## config.mk

```make
export PLATFORM = sky130hd
export DESIGN_NAME = button_input
export DESIGN_NICKNAME = d
export VERILOG_FILES = /design/src/rtl/button_input.sv
export SDC_FILE = /design/constraint.sdc
export NUM_CORES = 1
export LEC_CHECK = 0
export BUFFER_PORTS_ARGS = -buffer_cell sky130_fd_sc_hd__buf_2
export CELL_PAD_IN_SITES_DETAIL_PLACEMENT = 1
export CELL_PAD_IN_SITES_GLOBAL_PLACEMENT = 1
export CORE_ASPECT_RATIO = 1.1
export CORE_MARGIN = 4
export CORE_UTILIZATION = 52
export DETAILED_ROUTE_END_ITERATION = 7
export PLACE_DENSITY = 0.84
export SLEW_MARGIN = 5
export SYNTH_ARGS = -nofsm -noshare
export SYNTH_HDL_FRONTEND = slang
export SYNTH_SLANG_ARGS = --single-unit
```

## constraint.sdc

```tcl
create_clock -name CLK -period 3.4 [get_ports CLK]
set_clock_uncertainty 0.15 [all_clocks]
set_input_delay 0.68 -clock CLK [delete_from_list [all_inputs] [get_ports CLK]]
set_output_delay 0.68 -clock CLK [all_outputs]
set_load 0.01 [all_outputs]
```

## src/rtl/button_input.sv

```systemverilog
// Player-side button front end: synchronises and debounces four colour buttons and
// a start button, and presents a single held colour as IN/IN_VALID plus START_GAME.
//
// state         | meaning
// --------------+------------------------------------------------------------
// S_IDLE        | no colour accepted; waiting for exactly one button
// S_DEB_PRESS   | one button seen; counting stable cycles before accepting it
// S_HELD        | press accepted; IN/IN_VALID presented
// S_DEB_RELEASE | captured button dropped; waiting for all buttons stable low
module button_input #(
  parameter int DEBOUNCE_CYCLES = 250000
) (
  input  logic       CLK,
  input  logic       RST_N,
  input  logic [3:0] BTN,
  input  logic       BTN_START,
  output logic [1:0] IN,
  output logic       IN_VALID,
  output logic       START_GAME,
  output logic       MULTI_ERR
);

  localparam int CNT_W = $clog2(DEBOUNCE_CYCLES + 1);
  localparam logic [CNT_W-1:0] CNT_TC = CNT_W'(DEBOUNCE_CYCLES - 1);
  localparam logic [CNT_W-1:0] CNT_ONE = CNT_W'(1);

  typedef enum logic [1:0] {
    S_IDLE,
    S_DEB_PRESS,
    S_HELD,
    S_DEB_RELEASE
  } state_t;

  logic [4:0] sync1_q, sync2_q;
  logic [3:0] s_btn;
  logic       s_start;

  state_t           state_q, state_d;
  logic [1:0]       cap_q, cap_d;
  logic [CNT_W-1:0] cnt_q, cnt_d;
  logic [1:0]       in_q, in_d;
  logic             valid_q, valid_d;
  logic             multi_prev_q, multi_prev_d;
  logic             merr_q, merr_d;
  logic [CNT_W-1:0] scnt_q, scnt_d;
  logic             start_q, start_d;

  logic       is_onehot, is_multi;
  logic [1:0] enc;
  logic [3:0] cap_mask;

  always_ff @(posedge CLK or negedge RST_N) begin
    if (!RST_N) begin
      sync1_q <= '0;
      sync2_q <= '0;
    end else begin
      sync1_q <= {BTN_START, BTN};
      sync2_q <= sync1_q;
    end
  end

  assign s_btn   = sync2_q[3:0];
  assign s_start = sync2_q[4];

  assign is_onehot = (s_btn != 4'd0) && ((s_btn & (s_btn - 4'd1)) == 4'd0);
  assign is_multi  = (s_btn != 4'd0) && !is_onehot;
  assign cap_mask  = 4'b0001 << cap_q;

  always_comb begin
    enc = 2'd0;
    case (s_btn)
      4'b0010: enc = 2'd1;
      4'b0100: enc = 2'd2;
      4'b1000: enc = 2'd3;
      default: enc = 2'd0;
    endcase
  end

  always_ff @(posedge CLK or negedge RST_N) begin
    if (!RST_N) begin
      state_q      <= S_IDLE;
      cap_q        <= 2'd0;
      cnt_q        <= '0;
      in_q         <= 2'd0;
      valid_q      <= 1'b0;
      multi_prev_q <= 1'b0;
      merr_q       <= 1'b0;
      scnt_q       <= '0;
      start_q      <= 1'b0;
    end else begin
      state_q      <= state_d;
      cap_q        <= cap_d;
      cnt_q        <= cnt_d;
      in_q         <= in_d;
      valid_q      <= valid_d;
      multi_prev_q <= multi_prev_d;
      merr_q       <= merr_d;
      scnt_q       <= scnt_d;
      start_q      <= start_d;
    end
  end

  always_comb begin
    state_d      = state_q;
    cap_d        = cap_q;
    cnt_d        = cnt_q;
    in_d         = in_q;
    valid_d      = valid_q;
    merr_d       = 1'b0;
    multi_prev_d = is_multi;

    case (state_q)
      S_IDLE: begin
        valid_d = 1'b0;
        if (is_onehot) begin
          cap_d   = enc;
          cnt_d   = '0;
          state_d = S_DEB_PRESS;
        end else if (is_multi && !multi_prev_q) begin
          // only the transition into a multi-press is flagged, not the hold
          merr_d = 1'b1;
        end
      end
      S_DEB_PRESS: begin
        if (s_btn != cap_mask) begin
          state_d = S_IDLE;
        end else if (cnt_q == CNT_TC) begin
          state_d = S_HELD;
          in_d    = cap_q;
          valid_d = 1'b1;
          cnt_d   = '0;
        end else begin
          cnt_d = cnt_q + CNT_ONE;
        end
      end
      S_HELD: begin
        if (!s_btn[cap_q]) begin
          state_d = S_DEB_RELEASE;
          cnt_d   = '0;
        end
      end
      S_DEB_RELEASE: begin
        // every button must be stably low before the next press is accepted
        if (s_btn[cap_q]) begin
          state_d = S_HELD;
          cnt_d   = '0;
        end else if (s_btn != 4'd0) begin
          cnt_d = '0;
        end else if (cnt_q == CNT_TC) begin
          state_d = S_IDLE;
          valid_d = 1'b0;
          cnt_d   = '0;
        end else begin
          cnt_d = cnt_q + CNT_ONE;
        end
      end
      default: begin
        state_d = S_IDLE;
        valid_d = 1'b0;
        cnt_d   = '0;
      end
    endcase
  end

  always_comb begin
    scnt_d  = scnt_q;
    start_d = start_q;
    if (s_start == start_q) begin
      scnt_d = '0;
    end else if (scnt_q == CNT_TC) begin
      start_d = s_start;
      scnt_d  = '0;
    end else begin
      scnt_d = scnt_q + CNT_ONE;
    end
  end

  assign IN         = in_q;
  assign IN_VALID   = valid_q;
  assign START_GAME = start_q;
  assign MULTI_ERR  = merr_q;

endmodule

```

=== Yosys cells after proc, flatten, opt, wreduce, memory -nomap -nowiden ===
Index checks and enable logic that the tools add are counted.

* Register bits: 56
* Input bits: 7
* Output and inout bits: 5
* Word-level logic and storage cells: 83

* $add $sub $neg: 3
* Magnitude comparators: 1
* Equal/unequal tests: 20
* Shifts and indexed selects: 1
* Muxes and demuxes: 29
* Bitwise logic cells: 3
* Reduce and logical (&&, ||, !) cells: 15

{| class="wikitable"
|+ Operator list
! kind !! count
|-
| $mux 18 || 8
|-
| $pmux 18 s4 || 1
|-
| $add 18x1->18 const B || 2
|-
| $eq 18x18->1 const B || 2
|-
| $mux 2 || 7
|-
| $ne 2x2->1 const B || 7
|-
| $mux 1 || 9
|-
| $ne 3x3->1 const B || 3
|-
| $pmux 2 s4 || 1
|-
| $pmux 2 s3 || 1
|-
| $reduce_and 3->1 || 2
|-
| $reduce_and 6->1 || 1
|-
| $reduce_and 5->1 || 1
|-
| $and 4x4->4 || 1
|-
| $eq 2x2->1 const B || 2
|-
| $eq 4x2->1 const B || 1
|-
| $eq 4x3->1 const B || 1
|-
| $eq 4x4->1 const B || 1
|-
| $logic_not 4->1 || 1
|-
| $ne 4x4->1 || 1
|-
| $reduce_and 2->1 || 2
|-
| $reduce_bool 4->1 || 1
|-
| $shl 1x2->4 const A || 1
|-
| $sub 4x1->4 const B || 1
|-
| other kinds (10) || 14
|}

=== Depth between registers and ports, before layout ===
* Depth in word-level cells: 10
* Gate-level depth with buffers: 8
* Gate-level depth less buffers: 6

=== Worst setup path after synthesis ===
No wires, ideal clock.

* Path type: reg2reg
* Start: register cnt_q[0]
* End: register cnt_q[3]
* Setup time: 87 ps
* Data arrival time: 1618 ps
* Required time: 3163 ps
* Setup slack: 1546 ps
* Cell stages (with the launch flop): 8
* Buffers on the path: 1
* Clock period less this slack: 1854 ps
* Cells stage by stage: dfrtp_1 -> ha_1 -> and3_1 -> and3_1 -> a21oi_4 -> buf_6 -> nand3_1 -> o211ai_1

* Cells in the longest elaborated chain, start to end: 5
* Elaborated cells between the ends (all ways): 7
* Those cells by class: add/sub (1); eq/ne (1); mux (5)

{| class="wikitable"
|+ RTL lines
! item !! RTL line !! RTL
|-
| start, declared || 40 || <nowiki>logic [CNT_W-1:0] cnt_q, cnt_d;</nowiki>
|-
| start signal, assigned || 93 || <nowiki>cnt_q <= cnt_d;</nowiki>
|-
| $add 18x1->18 or $eq 18x18->1 (tied branches) || n/a ||
|-
| $mux 18 (*) || 127, 149 ||
|-
| $mux 18 || 147 || <nowiki>end else if (s_btn != 4'd0) begin</nowiki>
|-
| $mux 18 || 144 || <nowiki>if (s_btn[cap_q]) begin</nowiki>
|-
| $pmux 18 s4 (*) || 112 || <nowiki>case (state_q)</nowiki>
|}

Every way passes the cells marked *; elsewhere a longest branch is shown, timed or not. The select of a mux whose other input is x is not followed.
A chain may end at the register's enable or synchronous reset.

=== Worst setup path after layout ===
* Start: register sync2_q[2]
* End: register cnt_q[10]

* Cells in the longest elaborated chain, start to end: 6
* Elaborated cells between the ends (all ways): 15
* Those cells by class: add/sub (1); eq/ne (4); mux (5); bitwise (1); reduce/logical (4)

{| class="wikitable"
|+ RTL lines
! item !! RTL line !! RTL
|-
| start, declared || 34 || <nowiki>logic [4:0] sync1_q, sync2_q;</nowiki>
|-
| start signal, assigned || 58 || <nowiki>sync2_q <= sync1_q;</nowiki>
|-
| $sub 4x1->4 || 65 || <nowiki>assign is_onehot = (s_btn != 4'd0) && ((s_btn & (s_btn - 4'd1)) == 4'd0);</nowiki>
|-
| $and 4x4->4 || 65 ||
|-
| $logic_not 4->1 || 65 ||
|-
| $logic_and 1x1->1 || 65 ||
|-
| $ne 2x2->1 (no source line) || n/a ||
|-
| $reduce_and 3->1 (no source line) || n/a ||
|}

Parallel ways exist; a longest one is shown, timed or not. The select of a mux whose other input is x is not followed.

==> metrics.md <==
| Metric | Value |
|---|---|
| Worst Hold Path Cells | `0` |
| Max Clock Freq | `408 MHz` |
| Share of post-route cells with drive strength above 1 | `between 10% and 20%` |
| Min Tclk post-route | `2450 ps` |
| Outcome | `finished clean` |
| Pwr Total | `1.50 mW` |
| Synthesized Nets | `315` |
| Bufs on Longest Clock Path | `2` |
| Final period util | `72.1%` |
| Largest net degree at the start of global routing | `57` |
| Data arrival, critical path | `2460 ps` |
| Flops & latches, synth | `56` |
| Pleak | `1.35 nW` |
| Crit-path cells | `nor3b_1 -> o211ai_2 -> nand3_2 -> o211a_1 -> a31oi_1` |
| YS warnings | `0` |
| CTS Hold Bufs | `0` |
| Die Span Y | `87.6 um` |
| Grt ovf | `0` |
| DRC | `0` |
| Post-synthesis instance area | `~3000 um^2` |
| MaxCap Viol Count | `0` |
| Final hold viol count | `0` |
| End of the worst register-to-register path | `cnt_q[10]` |
| IR drop worst, VDD | `0.220 mV` |
| Antenna violations before repair | `0` |
| Post-Layout Inst Area | `roughly 3100 um^2` |
| GRT Total Usage | `21.3%` |
| Mapped Cells | `306` |
| Post-Place Cell Area | `3040 um^2` |
| Yosys cell types | `54` |
| Clk sinks | `56` |
| Final wirelength | `between 6 and 7 mm` |
| Area grow syn2layout | `4.68%` |
| Delay of the slowest critical-path stage | `610 ps` |
| Vias in the first global route | `2445` |
| Post-CTS Setup Inserts | `0` |
| Worst slew pin tran | `711 ps` |
| Post-DR vias/cell | `6.03` |
| Port Buf Inserts | `11` |
| Crit. End Element | `register` |
| Slowest cell on crit path | `dfrtp_1` |
| Initial Util | `a little over half` |
| Final TNS setup | `0 ps` |
| Clock transition at path regs | `around 100 ps` |
| Chip width | `80.4 um` |
| Hold path start | `sync1_q[0]` |
| Initial DRC Count | `around 150` |
| Die footprint | `7040 um^2` |
| Via count | `roughly 2300` |
| Routed Antenna Nets | `0` |
| Final setup margin | `949 ps` |
| CTS tree | `built` |
| FF-to-FF setup slack | `950 ps` |
| Hold_ws | `206 ps` |
| Worst path required time | `3410 ps` |
| Ports | `12` |
| Drt pass-1 iters | `4` |
| Worst Path Max Fanout | `18` |
| Detailed Place HPWL | `4.67 mm` |
| FF-to-FF path depth | `5` |
| Setup violations, final | `0` |
| N_diodes | `0` |
| Wire per inst | `17.3 um` |
| Max-slew violations | `0` |
| Post-Layout Cell Count | `385` |
| HP Class | `reg2reg` |
| Min-Delay Endpoint | `sync2_q[0]` |
| Slew headroom | `around 53%` |
| Syn avg cell area | `around 10 um^2` |
| Ys async rst share | `100%` |
| Htree depth | `2` |
| Post-Route Utilization | `57.3%` |
| Final net count | `318` |
| Clock Root Buffer | `clkbuf_8` |
| Pwr dens | `479 nW/um^2` |
| # placed instances | `377` |
| Clk_lat worst skew | `310 ps` |
| First-pass GRT wire length | `11.8 mm` |
| Post-synth top flop | `dfrtp_1` |
| Startpoint Class | `register` |
| CTS buffer count | `5` |
| CP Class | `reg2reg` |
| Post-Place Worst Slack | `931 ps` |
| Core Area | `5470 um^2` |
| Unrepaired setup endpoints after global routing | `false` |
| Sequential area share after synthesis | `46.8%` |
| Post-synth EDFFs | `0` |
| FP Rows | `28` |
| Reg-to-Reg Start | `sync2_q[2]` |
| CTS resizes | `0` |
| Placer Congestion | `0.798` |
-- synth_stat cells, types with 3 or more instances --
library cell	instances	area [um^2]
and3_1	6	37.5
a21oi_1	4	20.0
nand4_1	8	50.1
nor3b_1	4	30.0
o21ai_1	3	15.0
nand3_1	21	105
xnor2_1	8	70.1
nand2b_1	3	18.8
buf_6	4	45.0
xor2_1	10	87.6
o211ai_1	7	52.6
a31oi_1	14	87.6
buf_2	6	30.0
o21ai_0	4	20.0
dfrtp_1	56	1400
inv_1	12	45.0
or3_1	3	18.8
nand2_1	30	113
and4_1	3	26.3
buf_4	4	30.0
nand3b_1	4	30.0
nor2_1	34	128
nor4_1	4	25.0
nor3_1	11	55.1
-- critical path, delay by kind of cell (launching register included) --
family / cells / cell delay [ps]
flops: 1 / 610
compound gates: 3 / 910
simple gates: 2 / 610
-- cell usage in the layout, fill, tap and decap left out, types with 7 or more instances in the layout --
master | netlist | routed
xor2_1 | 10 | 10
o211ai_1 | 7 | 7
nand3_1 | 21 | 21
dfrtp_1 | 56 | 56
buf_2 | 6 | 11
nand4_1 | 8 | 8
nor2_1 | 34 | 34
inv_1 | 12 | 12
a31oi_1 | 14 | 14
xnor2_1 | 8 | 8
nand2_1 | 30 | 30
nor3_1 | 11 | 11
-- cells by family after synthesis --
group | Yosys count | share of synthesized area (%)
AO/OA/AOI/OAI | 46 | 11.5
multiplexers | 5 | 2.47
AND/OR/NAND/NOR | 150 | 27.8
adder cells (fa/ha/maj) | 2 | 0.836
buffers and inverters | 29 | 5.39
XOR/XNOR | 18 | 5.27
flip-flops | 56 | 46.8
-- cell type report --
| type | instances | area (um^2) |
|---|---|---|
| Fill cell | 635 | 2330 |
| Multi-Input combinational cell | 221 | 1430 |
| Sequential cell | 56 | 1400 |
| Tap cell | 75 | 93.8 |
| Clock buffer | 6 | 82.6 |
| Timing Repair Buffer | 12 | 62.6 |
| Inverter | 13 | 48.8 |
| Clock inverter | 2 | 13.8 |
-- per-layer routing --
layer  vias up  routed length [um]  global-route usage (%)
li1       1106                   -                       -
met1      1179                3050                    29.0
met2        26                3370                    35.8
met3         9                 144                    2.57
met4         0                  72                    6.45
met5         -                   0                       0
-- power by group --
group / internal (mW) / switching (mW)
Clock: 0.167 / 0.215
Sequential: 0.709 / 0.0734
Combinational: 0.0996 / 0.238
-- worst max-delay path by stage --
stage	startpoint	end	slack [ps]	cells past startpoint
floorplan	cnt_q[0]	cnt_q[3]	1550	7
global placement	sync2_q[2]	cnt_q[7]	1040	5
detailed placement	sync2_q[2]	cnt_q[4]	930	5
CTS	sync2_q[2]	cnt_q[10]	910	5
global route	sync2_q[2]	cnt_q[11]	710	5
finish	sync2_q[2]	cnt_q[10]	950	5
-- state kept, by name, indices dropped and copies added (netlist names) --
signal and flops:
sync1_q 5, sync2_q 5, state_q 2, cnt_q 18
IN 2, cap_q 2, scnt_q 18, IN_VALID 1
MULTI_ERR 1, multi_prev_q 1, START_GAME 1
No activity file was read; power rests on OpenSTA's default activity.
